**src/rtl/gpio_cnt_mc_if.sv**
```systemverilog
// Bundle of the per-channel trigger, threshold, clear and status signals of gpio_cnt_mc.
interface gpio_cnt_mc_if #(
    parameter int unsigned NumChan  = 4,
    parameter int unsigned CntWidth = 16
);
    logic [NumChan-1:0]  gpio_i;
    logic [CntWidth-1:0] cnt_max_i;
    logic                mode_pulse_i;
    logic [NumChan-1:0]  clr_i;
    logic [NumChan-1:0]  gpio_o;
    logic [NumChan-1:0]  busy_o;
    logic [NumChan-1:0]  event_o;
    logic                irq_o;

    modport master (
        output gpio_i, cnt_max_i, mode_pulse_i, clr_i,
        input  gpio_o, busy_o, event_o, irq_o
    );

    modport slave (
        input  gpio_i, cnt_max_i, mode_pulse_i, clr_i,
        output gpio_o, busy_o, event_o, irq_o
    );
endinterface

```
**src/rtl/gpio_cnt_mc.sv**
```systemverilog
// Multi-channel GPIO delay/qualify counter with latched thresholds, level/pulse output and
// sticky events. Define GPIO_CNT_MC_ABORT_EN to abort a count when the input drops early.
module gpio_cnt_mc #(
    parameter int unsigned NumChan  = 4,
    parameter int unsigned CntWidth = 16
) (
    input logic          clk_i,
    input logic          rst_i,
    gpio_cnt_mc_if.slave bus
);
    localparam logic [1:0] StIdle   = 2'd0;
    localparam logic [1:0] StCount  = 2'd1;
    localparam logic [1:0] StSetOut = 2'd2;

    logic [1:0]          state_q [NumChan];
    logic [1:0]          state_d [NumChan];
    logic [CntWidth-1:0] cnt_q   [NumChan];
    logic [CntWidth-1:0] cnt_d   [NumChan];
    logic [CntWidth-1:0] max_q   [NumChan];
    logic [CntWidth-1:0] max_d   [NumChan];
    // first_q marks the first cycle spent in SET_OUT, used by pulse mode.
    logic [NumChan-1:0]  first_q, first_d;
    logic [NumChan-1:0]  event_q, event_d;
    logic [NumChan-1:0]  gpio_vec, busy_vec;

    always_comb begin
        for (int unsigned i = 0; i < NumChan; i++) begin
            state_d[i] = state_q[i];
            cnt_d[i]   = cnt_q[i];
            max_d[i]   = max_q[i];
            first_d[i] = 1'b0;
            event_d[i] = event_q[i] & ~bus.clr_i[i];
            case (state_q[i])
                StIdle: begin
                    if (bus.gpio_i[i]) begin
                        state_d[i] = StCount;
                        cnt_d[i]   = '0;
                        max_d[i]   = bus.cnt_max_i;
                    end
                end
                StCount: begin
`ifdef GPIO_CNT_MC_ABORT_EN
                    if (!bus.gpio_i[i]) begin
                        state_d[i] = StIdle;
                        cnt_d[i]   = '0;
                    end else
`endif
                    if (cnt_q[i] == max_q[i]) begin
                        state_d[i] = StSetOut;
                        cnt_d[i]   = '0;
                        first_d[i] = 1'b1;
                        event_d[i] = 1'b1;
                    end else begin
                        cnt_d[i] = cnt_q[i] + CntWidth'(1);
                    end
                end
                StSetOut: begin
                    if (!bus.gpio_i[i]) begin
                        state_d[i] = StIdle;
                    end
                end
                default: begin
                    state_d[i] = StIdle;
                    cnt_d[i]   = '0;
                end
            endcase
        end
    end

    always_ff @(posedge clk_i) begin
        if (rst_i) begin
            for (int unsigned i = 0; i < NumChan; i++) begin
                state_q[i] <= StIdle;
                cnt_q[i]   <= '0;
                max_q[i]   <= '0;
            end
            first_q <= '0;
            event_q <= '0;
        end else begin
            state_q <= state_d;
            cnt_q   <= cnt_d;
            max_q   <= max_d;
            first_q <= first_d;
            event_q <= event_d;
        end
    end

    always_comb begin
        gpio_vec = '0;
        busy_vec = '0;
        for (int unsigned i = 0; i < NumChan; i++) begin
            gpio_vec[i] = (state_q[i] == StSetOut) & (~bus.mode_pulse_i | first_q[i]);
            busy_vec[i] = (state_q[i] == StCount);
        end
    end

    assign bus.gpio_o  = gpio_vec;
    assign bus.busy_o  = busy_vec;
    assign bus.event_o = event_q;
    assign bus.irq_o   = |event_q;
endmodule

```
**src/flat_wrapper.sv**
```systemverilog
// flat-port wrapper written by rule: the top's interface ports become plain ports
module gpio_cnt_mc_flat 
#(
    parameter int unsigned NumChan  = 4,
    parameter int unsigned CntWidth = 16
)
  (clk_i, rst_i, bus_gpio_i, bus_cnt_max_i, bus_mode_pulse_i, bus_clr_i, bus_gpio_o, bus_busy_o, bus_event_o, bus_irq_o);
  gpio_cnt_mc_if #(.NumChan(NumChan), .CntWidth(CntWidth)) bus_i ();
  input logic clk_i;
  input logic rst_i;
  input wire logic [$bits(bus_i.gpio_i)-1:0] bus_gpio_i;
  input wire logic [$bits(bus_i.cnt_max_i)-1:0] bus_cnt_max_i;
  input wire logic [$bits(bus_i.mode_pulse_i)-1:0] bus_mode_pulse_i;
  input wire logic [$bits(bus_i.clr_i)-1:0] bus_clr_i;
  output wire logic [$bits(bus_i.gpio_o)-1:0] bus_gpio_o;
  output wire logic [$bits(bus_i.busy_o)-1:0] bus_busy_o;
  output wire logic [$bits(bus_i.event_o)-1:0] bus_event_o;
  output wire logic [$bits(bus_i.irq_o)-1:0] bus_irq_o;
  assign bus_i.gpio_i = bus_gpio_i;
  assign bus_i.cnt_max_i = bus_cnt_max_i;
  assign bus_i.mode_pulse_i = bus_mode_pulse_i;
  assign bus_i.clr_i = bus_clr_i;
  assign bus_gpio_o = bus_i.gpio_o;
  assign bus_busy_o = bus_i.busy_o;
  assign bus_event_o = bus_i.event_o;
  assign bus_irq_o = bus_i.irq_o;
  gpio_cnt_mc #(.NumChan(NumChan), .CntWidth(CntWidth)) u_core (.clk_i(clk_i), .rst_i(rst_i), .bus(bus_i));
endmodule
```
**config.mk**
```make
export PLATFORM = sky130hd
export DESIGN_NAME = gpio_cnt_mc_flat
export DESIGN_NICKNAME = d
export VERILOG_FILES = /design/src/rtl/gpio_cnt_mc_if.sv /design/src/rtl/gpio_cnt_mc.sv /design/src/flat_wrapper.sv
export SDC_FILE = /design/constraint.sdc
export NUM_CORES = 1
export LEC_CHECK = 0
export BUFFER_PORTS_ARGS = -buffer_cell sky130_fd_sc_hd__buf_2
export CAP_MARGIN = 20
export CELL_PAD_IN_SITES_DETAIL_PLACEMENT = 1
export CELL_PAD_IN_SITES_GLOBAL_PLACEMENT = 1
export CORE_MARGIN = 4
export CORE_UTILIZATION = 45
export DETAILED_ROUTE_END_ITERATION = 12
export GPL_TIMING_DRIVEN = 0
export PLACE_DENSITY_LB_ADDON = 0.1
export SLEW_MARGIN = 20
export SYNTH_ARGS = -nofsm -noshare
export SYNTH_HDL_FRONTEND = slang
export SYNTH_SLANG_ARGS = --single-unit
```
**constraint.sdc**
```tcl
create_clock -name clk_i -period 3.35 [get_ports clk_i]
set_input_delay 0.67 -clock clk_i [delete_from_list [all_inputs] [get_ports clk_i]]
set_output_delay 0.67 -clock clk_i [all_outputs]
set_load 0.05 [all_outputs]
```
Word-level counts from Yosys, hierarchy flattened
Cells that the tools add are included.
Widths: inputs -> output; s select.
- logic and storage cells: 131
- register bits: 144
- bits of input ports: 27
- output and inout port bits: 13
- reduce and logical (&&, ||, !) cells: 21
- mux-type cells: 40
- eq/ne operators: 24
- add/sub/neg operators: 4
- bitwise logic cells: 25
- operator list (cell ; count):
    $pmux 16 s3 ; 4
    $mux 16 ; 8
    $add 16x1->16 const B ; 4
    $eq 16x16->1 ; 4
    $mux 2 ; 12
    $pmux 2 s3 ; 4
    $ne 2x2->1 const B ; 8
    $reduce_and 2->1 ; 8
    $not 1->1 ; 13
    $mux 1 ; 12
    $reduce_and 3->1 ; 4
    $and 1x1->1 ; 8
    $eq 2x1->1 const B ; 4
    $eq 2x2->1 const B ; 4
    $logic_not 2->1 ; 4
    $ne 2x1->1 const B ; 4
    $reduce_or 2->1 ; 4
    $or 1x1->1 ; 4
    $reduce_or 4->1 ; 1

Longest topological paths before layout
- depth after elaboration: 4
- gate-level depth with buffers: 7
- depth with buffers taken out: 6

Worst setup path after synthesis
No wires, ideal clock.
- path type: input to output
- start point: input bus_mode_pulse_i
- end point: output bus_gpio_o[1]
- path buffers: 0
- stages on the path: 2
- data arrival time: 1.932 ns
- path slack: 0.748 ns
- required time: 2.680 ns
- cell sequence: nor2b_1 nor3b_1
- word-level cells in the longest chain between the ends: 3
- RTL lines (what ; RTL line ; text):
    start: declaration ; flat_wrapper.sv:13 ; input wire logic [$bits(bus_i.mode_pulse_i)-1:0] bus_mode_pulse_i;
    $not 1->1 ; gpio_cnt_mc.sv:92 ; gpio_vec[i] = (state_q[i] == StSetOut) & (~bus.mode_pulse_i | first_q[i]);
    $or 1x1->1 ; gpio_cnt_mc.sv:92 ;
    $and 1x1->1 ; gpio_cnt_mc.sv:92 ;
    end: declaration ; flat_wrapper.sv:15 ; output wire logic [$bits(bus_i.gpio_o)-1:0] bus_gpio_o;
No other way between the ends.

Worst setup path after layout
- start point: register u_core.state_q[2] in the netlist's numbering
- end point: output bus_busy_o[2]
- word-level cells in the longest chain between the ends: 1
- RTL lines (what ; RTL line ; text):
    start: declaration ; gpio_cnt_mc.sv:15 ; logic [1:0] state_q [NumChan];
    start signal: indexed assignment ; gpio_cnt_mc.sv:73 ; state_q[i] <= StIdle;
    start signal: assignment ; gpio_cnt_mc.sv:80 ; state_q <= state_d;
    $eq 2x1->1 ; gpio_cnt_mc.sv:93 ; busy_vec[i] = (state_q[i] == StCount);
    end: declaration ; flat_wrapper.sv:16 ; output wire logic [$bits(bus_i.busy_o)-1:0] bus_busy_o;
No other way between the ends.

==> out/qor.txt <==
synthesized cell area: 0.00662 mm²
Initial Util: 45.7%
hold_buf cts: 0
HP Class: flip-flop to flip-flop
CTS tree: built
htree depth: 4
DRC viols: 0
Syn. warnings: 0
vias in the first global route: 5,987
ys async rst share: 0%
Layout fillers: 1,731
Final nets: 874
most frequent cells after synthesis: 169 x nand2_1, 144 x dfxtp_1, 99 x xor2_1
post-CTS sizing: 0
grt total ovfl: 0
reg2reg path depth: 6
final hold violation count: 0
worst r2r src: u_core.cnt_q[21]
Peak VDD IR: 501 µV
Layout Skew: 0.00600 ns
DR pass1 iterations: 4
Mapped Avg Cell Area: 8.43 µm²
pwr/cell area: 587 mW/mm²
Hold Path Depth: 2
Die Span Y: 129 µm
final WL: 18,800 µm
setup bufs post-CTS: 0
clk sinks: 144
flops & latches, synth: 144
DR WL/cell: 18.0 µm
WS Path Type: flip-flop to primary output
sequential fraction of the synthesis area: 43.5%
RSZ-0062 raised after global routing: no
worst skew pair latency: 0.42 ns
GR Util met1: 28.4%
cell row count: 44
distinct cell type count after synthesis: 44
iteration-0 DRC count of the detailed router: 187
Hold Path End: u_core.max_q[23]
Die W: 129 µm
P&R area growth vs syn: 16.7%
Post-Place Cell Area: 0.00705 mm²
Yosys top cell area share: 43.5%
Slowest cell on crit path: clkbuf_1
fraction of layout cells with a size suffix above 1: 14.5%
LEAKAGE: 3.25 nW
fin crit period: 2.41 ns
Antenna Cells: 0
Data required, critical path: 2.68 ns
routed via count: 5,614
initial antenna violation count: 0
CP peak stage delay: 0.34 ns
via density per instance: 5.40
largest net degree at the start of global routing: 17
fin area: 0.00772 mm²
IO Port Bufs: 39
most frequent cell after synthesis: nand2_1
first-pass GRT wire length: 30,600 µm
met3 GRT Util: 5.19%
element type at the critical path end: primary output
capture point of the worst reg-to-reg path: u_core.cnt_q[23]
cell taking the most area after synthesis: dfxtp_1
data arrival time of the worst path: 1.74 ns
Post-DRT Antenna Nets: 0
maximum clock path buffer count: 2
Rel. slew slack: 45.7%
syn nets: 816
Synth Flop Type: dfxtp_1
met2 Use GR: 40.2%
worst hold start: u_core.max_q[23]
busiest grt layer: met2
Max Slew Vio Count: 0
Worst Tran Pin Value: 0.815 ns
maximum fanout along the worst path: 10
die area: 0.0167 mm²
critical-path cell list: clkbuf_1, nand2b_1, inv_1, buf_4, buf_2
top cells by area, synth: dfxtp_1 44%, xor2_1 13%, nand2_1 9.6%
Setup TNS: 0 ns
Reg clk slew, reported paths: 0.06 ns
cells after synthesis: 785
core region area: 0.0145 mm²
Worst R2R Setup Slack: 1.41 ns
CTS Buf Count: 17
CP startpoint kind: flip-flop
global-route usage over all layers: 23.7%
DP Wirelength: 13,500 µm
status: finished, final reports clean
Tcrit/Tclk final: 71.8%
EDFF count, synth: 0
Root Driver: clkbuf_16
Max-Cap Viols: 0
fmax: 0.416 GHz
Placer Congestion: 0.810
num ports: 40
# setup viols final: 0
==> layout make-up <==
cell class / instances / area, µm² / share of cell area, %
Clock buffer: 21 / 470 / 6.09
Buffer: 39 / 209 / 2.71
Tap cell: 184 / 230 / 2.98
Inverter: 7 / 26.3 / 0.340
Multi-Input combinational cell: 595 / 3500 / 45.3
Sequential cell: 144 / 2880 / 37.3
Timing Repair Buffer: 39 / 195 / 2.53
Clock inverter: 11 / 208 / 2.69
==> worst max-delay path by stage <==
stage | end | startpoint | cells past startpoint
after floorplan | bus_gpio_o[1] | bus_mode_pulse_i | 2
after global placement | u_core.state_q[2] | rst_i | 5
after detailed placement | u_core.first_q[3] | rst_i | 5
after CTS | bus_busy_o[2] | u_core.state_q[2] | 5
after global routing | bus_busy_o[2] | u_core.state_q[2] | 5
final | bus_busy_o[2] | u_core.state_q[2] | 5
==> where the power goes <==
part / switching, W / leakage [nW] / internal [W]
combinational: 0.000328 / 1.74 / 0.000168
sequential: 0.0000663 / 1.17 / 0.00179
clock: 0.000736 / 0.333 / 0.00145
==> worst max-delay path: cells and delay by family (launching register included) <==
kind                   cells  cell delay [ns]
AND/OR/NAND/NOR            1             0.15
buffers and inverters      4             0.84
flip-flops                 1             0.32
==> cells by family (layout without fill, tap and decap cells) <==
kind of cell,Yosys count,in the layout,share of synthesized area [%]
AOI/OAI and AO/OA,105,105,9.07
adders and majority gates,4,4,0.756
and+or+nand+nor,372,372,27.9
muxes,4,4,0.624
xor gates and xnor gates,110,110,14.6
buffers and inverters,46,117,3.55
DFF,144,144,43.5
==> cell usage in the layout, fill, tap and decap left out, types with 2 or more instances in the layout <==
cell type	Yosys	final
ha_1	4	4
nor2_1	68	68
and3_1	8	8
buf_4	6	6
buf_1	3	3
o311ai_0	3	3
nor4_2	12	12
nor4b_1	4	4
o311ai_1	2	2
nand4_1	30	30
mux2i_1	3	3
nand2_1	169	169
and4_1	8	8
bufinv_16	0	6
o21ai_0	8	8
nor3b_1	2	2
clkbuf_1	18	19
xnor2_1	11	11
a21oi_1	77	77
nand3b_1	2	2
nor3_1	7	7
or3_4	2	2
nor2b_1	6	6
buf_6	4	4
a221o_1	2	2
a21oi_2	8	8
xor2_1	99	99
or2_1	3	3
nor4_1	6	6
inv_1	7	7
clkbuf_16	0	17
clkinv_2	0	4
clkbuf_8	0	3
dfxtp_1	144	144
nand2b_1	14	14
nor2_2	10	10
nand4_2	3	3
buf_2	8	47
nand3_1	15	15
==> routing by layer <==
layer | vias up | wire [µm]
met5 | - | 0
met4 | 0 | 611
met3 | 37 | 683
met2 | 91 | 9220
met1 | 2727 | 8250
li1 | 2759 | -
==> registers in the layout, summed over array words and instances, names as in the netlist <==
signal,flops
u_core.bus.event_o,4
u_core.cnt_q,64
u_core.first_q,4
u_core.max_q,64
u_core.state_q,8
==> stage by stage <==
step | hold slack, ns | worst slack, ns | total power (W) | utilization (%) | std cells
CTS | 0.473 | 0.922 | 0.00457 | 53.3 | 1040
finish | 0.467 | 0.944 | 0.00454 | 53.3 | 1040
global route | 0.487 | 0.775 | 0.00472 | 53.3 | 1040
global placement | 0.459 | 0.650 | 0.00236 | 48.7 | 1008
detailed placement | 0.465 | 0.629 | 0.00238 | 48.7 | 1008
floorplan | 0.448 | 0.748 | 0.00222 | - | 785
Note: power is estimated with default switching activity, not from simulation.
